`src/rtl/spi_ram_bridge_if.sv`:
```
// ---------------------------------------------------------------------------
// spi_ram_bridge_if
// Serial frame bus between an SPI-style master and spi_ram_bridge.
//   ss_n       master -> slave  frame select, active low
//   mosi       master -> slave  serial data in, MSB first
//   miso       slave  -> master serial read data (registered in the slave)
//   busy       slave  -> master high while the slave FSM is not idle
//   frame_err  slave  -> master one-cycle pulse when a frame is aborted
// ---------------------------------------------------------------------------
interface spi_ram_bridge_if;
    logic ss_n;
    logic mosi;
    logic miso;
    logic busy;
    logic frame_err;

    modport master (
        output ss_n,
        output mosi,
        input  miso,
        input  busy,
        input  frame_err
    );

    modport slave (
        input  ss_n,
        input  mosi,
        output miso,
        output busy,
        output frame_err
    );
endinterface

```
`src/rtl/spi_ram_bridge.sv`:
```
// ---------------------------------------------------------------------------
// spi_ram_bridge
// SPI-slave to single-port RAM bridge. A frame is 2 command bits followed by
// DATA_W payload bits (MSB first) while ss_n is low:
//   00 load write pointer, 01 write RAM word, 10 load read pointer,
//   11 shift RAM word out on miso.
// Pointers are ADDR_W bits, wrap naturally and optionally auto-increment.
// Ports:
//   clk  single clock (bit clock == system clock)
//   rst  synchronous active-high reset
//   bus  spi_ram_bridge_if.slave (ss_n, mosi in; miso, busy, frame_err out)
// Parameters: DATA_W word width, ADDR_W address width (<= DATA_W),
//             AUTO_INC 1 = pointer increments after each data access.
// ---------------------------------------------------------------------------
module spi_ram_bridge #(
    parameter int DATA_W   = 8,
    parameter int ADDR_W   = 8,
    parameter int AUTO_INC = 1
) (
    input  logic             clk,
    input  logic             rst,
    spi_ram_bridge_if.slave  bus
);

    localparam int DEPTH = 1 << ADDR_W;
    localparam int CNT_W = $clog2(DATA_W + 1);
    localparam logic [CNT_W-1:0] CNT_LAST = CNT_W'(DATA_W - 1);
    localparam logic [CNT_W-1:0] CNT_ONE  = CNT_W'(1);

    typedef enum logic [2:0] {
        S_IDLE,
        S_CMD,
        S_WRITE,
        S_READ_PREP,
        S_READ_SHIFT,
        S_DONE
    } state_t;

    state_t              state_q;
    logic                ss_n_q;
    logic                busy_q;
    logic                frame_err_q;
    logic                miso_q;
    logic [CNT_W-1:0]    cnt_q;
    logic [1:0]          cmd_q;
    logic [DATA_W-1:0]   shreg_q;
    logic [ADDR_W-1:0]   wptr_q;
    logic [ADDR_W-1:0]   rptr_q;
    logic [DATA_W-1:0]   mem [0:DEPTH-1];

    logic [DATA_W-1:0]   payload_d;
    logic                mem_we_d;

    // Payload including the bit sampled at the current edge, so the last
    // payload bit takes effect at the very edge it is sampled.
    assign payload_d = {shreg_q[DATA_W-2:0], bus.mosi};

    // RAM write strobe: last payload edge of a WR_DATA frame that is not
    // being aborted or reset at the same edge.
    assign mem_we_d = !rst && (state_q == S_WRITE) && !bus.ss_n &&
                      (cnt_q == CNT_LAST) && (cmd_q == 2'b01);

    // Storage is not reset; its contents survive rst.
    always_ff @(posedge clk) begin
        if (mem_we_d) begin
            mem[wptr_q] <= payload_d;
        end
    end

    always_ff @(posedge clk) begin
        if (rst) begin
            state_q     <= S_IDLE;
            ss_n_q      <= 1'b0;  // master must raise ss_n before a frame can start
            busy_q      <= 1'b0;
            frame_err_q <= 1'b0;
            miso_q      <= 1'b0;
            cnt_q       <= '0;
            cmd_q       <= '0;
            wptr_q      <= '0;
            rptr_q      <= '0;
        end else begin
            ss_n_q      <= bus.ss_n;
            frame_err_q <= 1'b0;

            case (state_q)
                S_IDLE: begin
                    if (ss_n_q && !bus.ss_n) begin
                        state_q <= S_CMD;
                        busy_q  <= 1'b1;
                        cnt_q   <= '0;
                    end
                end

                S_CMD: begin
                    if (bus.ss_n) begin
                        state_q     <= S_IDLE;
                        busy_q      <= 1'b0;
                        frame_err_q <= 1'b1;
                    end else begin
                        cmd_q <= {cmd_q[0], bus.mosi};
                        if (cnt_q == CNT_ONE) begin
                            cnt_q   <= '0;
                            state_q <= ({cmd_q[0], bus.mosi} == 2'b11) ? S_READ_PREP
                                                                        : S_WRITE;
                        end else begin
                            cnt_q <= cnt_q + CNT_ONE;
                        end
                    end
                end

                S_WRITE: begin
                    if (bus.ss_n) begin
                        state_q     <= S_IDLE;
                        busy_q      <= 1'b0;
                        frame_err_q <= 1'b1;
                    end else begin
                        shreg_q <= payload_d;
                        if (cnt_q == CNT_LAST) begin
                            state_q <= S_DONE;
                            case (cmd_q)
                                2'b00: wptr_q <= payload_d[ADDR_W-1:0];
                                2'b01: if (AUTO_INC != 0) wptr_q <= wptr_q + ADDR_W'(1);
                                2'b10: rptr_q <= payload_d[ADDR_W-1:0];
                                default: ;
                            endcase
                        end else begin
                            cnt_q <= cnt_q + CNT_ONE;
                        end
                    end
                end

                S_READ_PREP: begin
                    if (bus.ss_n) begin
                        state_q     <= S_IDLE;
                        busy_q      <= 1'b0;
                        frame_err_q <= 1'b1;
                    end else begin
                        // MSB goes straight to miso; shreg keeps the rest.
                        shreg_q <= mem[rptr_q];
                        miso_q  <= mem[rptr_q][DATA_W-1];
                        cnt_q   <= '0;
                        state_q <= S_READ_SHIFT;
                    end
                end

                S_READ_SHIFT: begin
                    if (bus.ss_n) begin
                        state_q     <= S_IDLE;
                        busy_q      <= 1'b0;
                        frame_err_q <= 1'b1;
                        miso_q      <= 1'b0;
                    end else if (cnt_q == CNT_LAST) begin
                        miso_q  <= 1'b0;
                        state_q <= S_DONE;
                        if (AUTO_INC != 0) rptr_q <= rptr_q + ADDR_W'(1);
                    end else begin
                        miso_q  <= shreg_q[DATA_W-2];
                        shreg_q <= {shreg_q[DATA_W-2:0], 1'b0};
                        cnt_q   <= cnt_q + CNT_ONE;
                    end
                end

                S_DONE: begin
                    // Surplus bits of an overlong frame are ignored here.
                    if (bus.ss_n) begin
                        state_q <= S_IDLE;
                        busy_q  <= 1'b0;
                    end
                end

                default: begin
                    state_q <= S_IDLE;
                    busy_q  <= 1'b0;
                    miso_q  <= 1'b0;
                end
            endcase
        end
    end

    assign bus.miso      = miso_q;
    assign bus.busy      = busy_q;
    assign bus.frame_err = frame_err_q;

endmodule

```
`src/flat_wrapper.sv`:
```
// flat-port wrapper written by rule: the top's interface ports become plain ports
module spi_ram_bridge_flat 
#(
    parameter int DATA_W   = 8,
    parameter int ADDR_W   = 8,
    parameter int AUTO_INC = 1
)
  (clk, rst, bus_ss_n, bus_mosi, bus_miso, bus_busy, bus_frame_err);
  spi_ram_bridge_if bus_i ();
  input  logic clk;
  input  logic rst;
  input wire logic [$bits(bus_i.ss_n)-1:0] bus_ss_n;
  input wire logic [$bits(bus_i.mosi)-1:0] bus_mosi;
  output wire logic [$bits(bus_i.miso)-1:0] bus_miso;
  output wire logic [$bits(bus_i.busy)-1:0] bus_busy;
  output wire logic [$bits(bus_i.frame_err)-1:0] bus_frame_err;
  assign bus_i.ss_n = bus_ss_n;
  assign bus_i.mosi = bus_mosi;
  assign bus_miso = bus_i.miso;
  assign bus_busy = bus_i.busy;
  assign bus_frame_err = bus_i.frame_err;
  spi_ram_bridge #(.DATA_W(DATA_W), .ADDR_W(ADDR_W), .AUTO_INC(AUTO_INC)) u_core (.clk(clk), .rst(rst), .bus(bus_i));
endmodule
```
`config.mk`:
```
export PLATFORM = sky130hd
export DESIGN_NAME = spi_ram_bridge_flat
export DESIGN_NICKNAME = d
export VERILOG_FILES = /design/src/rtl/spi_ram_bridge_if.sv /design/src/rtl/spi_ram_bridge.sv /design/src/flat_wrapper.sv
export SDC_FILE = /design/constraint.sdc
export NUM_CORES = 2
export LEC_CHECK = 0
export CORE_MARGIN = 10
export CORE_UTILIZATION = 33
export CTS_BUF_LIST = sky130_fd_sc_hd__clkbuf_16
export CTS_CLUSTER_SIZE = 30
export DETAILED_ROUTE_END_ITERATION = 6
export GPL_ROUTABILITY_DRIVEN = 0
export MAX_ROUTING_LAYER = met4
export PLACE_DENSITY = 0.49
export SYNTH_ARGS = -nofsm -noshare
export SYNTH_HDL_FRONTEND = slang
export SYNTH_SLANG_ARGS = --single-unit
```
`constraint.sdc`:
```
create_clock -name clk -period 5.7 [get_ports clk]
set_input_delay 0.855 -clock clk [delete_from_list [all_inputs] [get_ports clk]]
set_output_delay 0.855 -clock clk [all_outputs]
set_load 0.02 [all_outputs]
```
== After elaboration in Yosys (flattened, before gate mapping) ==
Memory sizes are Yosys's and may differ from the RTL's. A register that Yosys moved wholly into a read port is not among the register bits.
Index checks and enable logic that the tools add are counted.
Word-level totals
  output and inout port bits: 3
  bits in registers: 36
  input bits: 4
  logic and storage cells: 109
  bits in writable memories: 2048
  memories kept: 1
Operators by class
  bitwise operators: 4
  $add $sub $neg: 3
  reduce and logical (&&, ||, !) cells: 26
  muxes and demuxes: 40
  equal/unequal tests: 25
Memory list
  u_core.mem: words 256, bits a word 8, rd ports 1, clocked after memory_dff 1, write ports 1, RTL line spi_ram_bridge.sv:49  | logic [DATA_W-1:0] mem [0:DEPTH-1];
Operator list (number)
  $mux W8: 7
  $pmux W8 S2: 2
  $mux W7: 4
  $mux W4: 6
  $mux W3: 7
  $pmux W7 S3: 1
  $ne A2 B2 Y1 const B: 10
  $reduce_and A6 Y1: 3
  $add A8 B1 Y8 const B: 2
  $pmux W4 S4: 1
  $pmux W3 S5: 1
  $mux W1: 9
  $reduce_and A4 Y1: 2
  $reduce_or A4 Y1: 2
  $eq A3 B2 Y1 const B: 2
  $eq A3 B3 Y1 const B: 2
  $ne A2 B1 Y1 const B: 3
  $reduce_and A2 Y1: 3
  $logic_and A1 B1 Y1: 5
  $reduce_or A5 Y1: 1
  $add A4 B1 Y4 const B: 1
  $eq A2 B2 Y1 const B: 2
  $eq A4 B1 Y1 const B: 1
  $eq A4 B3 Y1 const B: 1
  14 further kinds: 20

== Logic depth before layout (Yosys ltp) ==
  word-level depth: 7
  mapped depth: 13
  gate-level depth less buffers: 8

== Worst setup path before layout ==
No wires, ideal clock.
  kind: flip-flop to flip-flop
  from: register u_core.shreg_q[6]
  to: register u_core.miso_q (netlist: u_core.bus.miso)
  stages on the path, launching flop included: 5
  path slack: 1.423 ns
  buffers on the path: 0
  data arrival time: 4.186 ns
  data required time: 5.609 ns
  clock period less this slack: 4.277 ns
  library setup time: 0.091 ns
  cell sequence: edfxtp_1 a32oi_1 o21ai_0 nor4_1 a311oi_1
Between the ends
  word-level cells in the longest chain between the ends: 3
Ends and longest elaborated chain
  start: declaration: RTL line spi_ram_bridge.sv:46  | logic [DATA_W-1:0] shreg_q;
  start signal: assignment: RTL line spi_ram_bridge.sv:117  | shreg_q <= payload_d;
  start signal: assignment: RTL line spi_ram_bridge.sv:139  | shreg_q <= mem[rptr_q];
  start signal: assignment: RTL line spi_ram_bridge.sv:158  | shreg_q <= {shreg_q[DATA_W-2:0], 1'b0};
  $mux W1: RTL line spi_ram_bridge.sv:152  | end else if (cnt_q == CNT_LAST) begin
  $mux W1: RTL line spi_ram_bridge.sv:147  | if (bus.ss_n) begin
  $pmux W1 S3: RTL line spi_ram_bridge.sv:85  | case (state_q)
  end signal: assignment: RTL line spi_ram_bridge.sv:140  | miso_q <= mem[rptr_q][DATA_W-1];
  end signal: assignment: RTL line spi_ram_bridge.sv:157  | miso_q <= shreg_q[DATA_W-2];
  end: declaration: RTL line spi_ram_bridge.sv:43  | logic miso_q;
No other way between the ends.
A chain may end at the register's enable or synchronous reset.

==> flow_metrics.py <==
metrics = {
    "outcome": {
        "outcome": "finished clean",
    },
    "run": {
        "cap_violations": 0,
    },
    "routing": {
        "maxUsedRoutingLayer": "met4",
        "routed_wl_um": 226000,
        "vias": 40092,
        "ant_nets": 0,
        "wl_met3_um": 11900,
        "wl_met2_um": 109000,
        "first_pass_iters": 6,
        "dr.first_iter.drc_count": 4062,
        "routedLengthMet1_um": 99200,
        "vias_per_cell": 5.21,
        "wl_per_cell_um": 29.4,
        "post-route-drc-count": 0,
    },
    "synthesis": {
        "synth_xor_area_share_pct": 0.0321,
        "syn_area_per_cell_um2": 21.0,
        "synth_top_family_by_area": "multiplexers",
        "synth-edff-count": 2055,
        "ys.flop_type": "edfxtp_1",
        "ys_seq_area_share_pct": 76.3,
        "netlist_area_um2": 81800,
        "synth-simple-area-share_pct": 3.30,
        "syn_inst": 3898,
        "synth-compound-area-share_pct": 2.12,
        "synth_fa_ha_area_share_pct": 0.107,
        "synth.area.mux_share_pct": 16.5,
        "ys_ff_latch": 2092,
        "async_flop_share_pct": 0,
        "ys_types": 67,
        "synth_warnings": 0,
        "synth_nets": 3909,
    },
    "global_routing": {
        "grt_usage_pct": 16.9,
        "grt_pass1_wl_um": 322000,
        "antenna_found_initial": 6,
        "grt_pass1_vias": 41149,
        "grt_max_degree": 195,
        "grt_overflow": 0,
    },
    "finish": {
        "finish.utilization_pct": 38.2,
        "drive_gt1_share_pct": 27.2,
        "final_cell_mix": "2055 x edfxtp_1, 537 x mux4_2, 309 x nor2_1",
        "stdcell_area_um2": 94200,
        "layout_commonest_cell": "edfxtp_1",
        "layoutNonFillerInstCount": 7701,
        "nets": 4221,
        "areaGrowthSynthToFinish_pct": 15.1,
    },
    "power_and_ir_drop": {
        "power_mw": 30.2,
        "power_leakage_nw": 28.4,
        "ir_drop_uv": 317,
        "power_density_nw_per_um2": 321,
    },
    "sta": {
        "finalSetupViolCount": 0,
        "post-route-period-util_pct": 73.6,
        "tightest_slew_ns": 1.24,
        "finalClockSkew_ns": 0.0356,
        "finalSetupTns_ns": 0,
        "fin_hold_ws_ns": 0.528,
        "clock.fmax_mhz": 238,
        "period_minus_slack_ns": 4.19,
        "slew_viol_final": 0,
        "setup_slack_ns": 1.51,
        "final_hold_viol_count": 0,
        "rsz0062_at_grt": "no",
        "slew_headroom_pct": 17.1,
    },
    "min_path": {
        "hold_path_class": "register to register",
    },
    "placement": {
        "hpwl_um": 137000,
        "place_area_um2": 87500,
        "portBuffers": 6,
        "dp.cells": 7310,
        "pre_cts_ws_ns": 0.857,
    },
    "clock_network": {
        "clk_pin_slew_ns": 0.07,
        "root_buffer": "clkbuf_16",
        "htreeDepth": 4,
        "clk_latency_ns": 0.86,
        "numCtsBuffers": 210,
        "cts_tree": "built",
        "clockBufferDepth": 3,
        "cts_resized": 0,
        "cts_hold_buf": 0,
        "clock-sinks": 2092,
        "post_cts_buffers": 0,
    },
    "die": {
        "die_y_um": 518,
        "io_pins": 7,
        "fp.dieW_um": 518,
        "start_util_pct": 33.2,
        "num_rows": 182,
        "design.core.area_um2": 246000,
        "die_area_um2": 268000,
    },
    "worst_setup_path": {
        "end_kind": "register",
        "path_class": "register to register",
        "cp_max_fo": 27,
        "arrival_ns": 4.92,
        "crit_required_ns": 6.42,
        "startpoint_type": "register",
    },
}
[where the power goes]
group	leakage (nW)	total [mW]	internal [mW]	switching, mW
clock network	3.43	13.4	7.58	5.86
logic	6.22	0.0992	0.0213	0.0779
registers	18.8	16.7	16.7	0.0111
total	28.4	30.2	24.3	5.95
[sequential cells by signal (all words and copies together), names as in the netlist, named ones only]
register	flops
u_core.mem	2048
u_core.cmd_q	2
u_core.bus.frame_err	1
u_core.bus.busy	1
u_core.bus.miso	1
u_core.state_q	3
u_core.ss_n_q	1
u_core.wptr_q	8
u_core.cnt_q	4
u_core.rptr_q	8
u_core.shreg_q	7
[routing by layer]
metal,global-route usage [%],up-vias
met5,-,-
met4,4.66,0
met3,2.68,297
met2,26.6,1183
met1,22.9,21755
li1,-,16857
[cell type report]
cell class	instances	area, um2
tap	3312	4140
multi-input combinational	1560	18100
antenna	3	7.51
clock buffer	213	5330
sequential	2092	62500
fill	22308	152000
clock inverter	175	1340
timing repair buffer	332	2790
inverter	14	60.1
[worst max-delay path, cell delays in order, from the launching register on]
cell	delay, ns
dfxtp_4	0.76
nand2b_2	0.72
buf_4	0.46
o221ai_1	0.34
a21oi_1	0.12
nor3_1	0.40
nor3_1	0.17
nor4_1	0.84
a221o_1	0.21
[worst paths after layout]
check	start	to	slack [ns]	cells past startpoint
setup / recovery	register	u_core.shreg_q[2]$_DFFE_PP_	1.51	8
hold / removal	u_core.rptr_q[0]$_SDFFE_PP0N_	register	0.53	1
setup reg to reg	register	u_core.shreg_q[2]$_DFFE_PP_	1.51	8
hold reg to reg	u_core.rptr_q[0]$_SDFFE_PP0N_	register	0.53	1
[cells in the mapped netlist, types with 27 or more instances]
cell type  instances  area share (%)
edfxtp_1        2055              75
mux4_2           537              15
nor2_1           309             1.4
nand2_1          158            0.72
mux2i_1          130             1.6
clkbuf_1         104            0.48
buf_2             54            0.33
a21oi_1           52            0.32
o22ai_1           38            0.29
dfxtp_1           37            0.91
buf_4             36            0.33
nor3_1            34            0.21
buf_6             29            0.40
nor2b_1           27            0.21
[cell families (layout without fill, tap and decap cells)]
family / Yosys count / in the layout
compound gates: 253 / 253
flops: 2092 / 2092
mux: 674 / 674
simple gates: 623 / 623
xor+xnor: 3 / 3
other cells: 0 / 3
fa+ha+maj: 7 / 7
buf+inv: 246 / 734
Power figures use the tool's default switching activity.
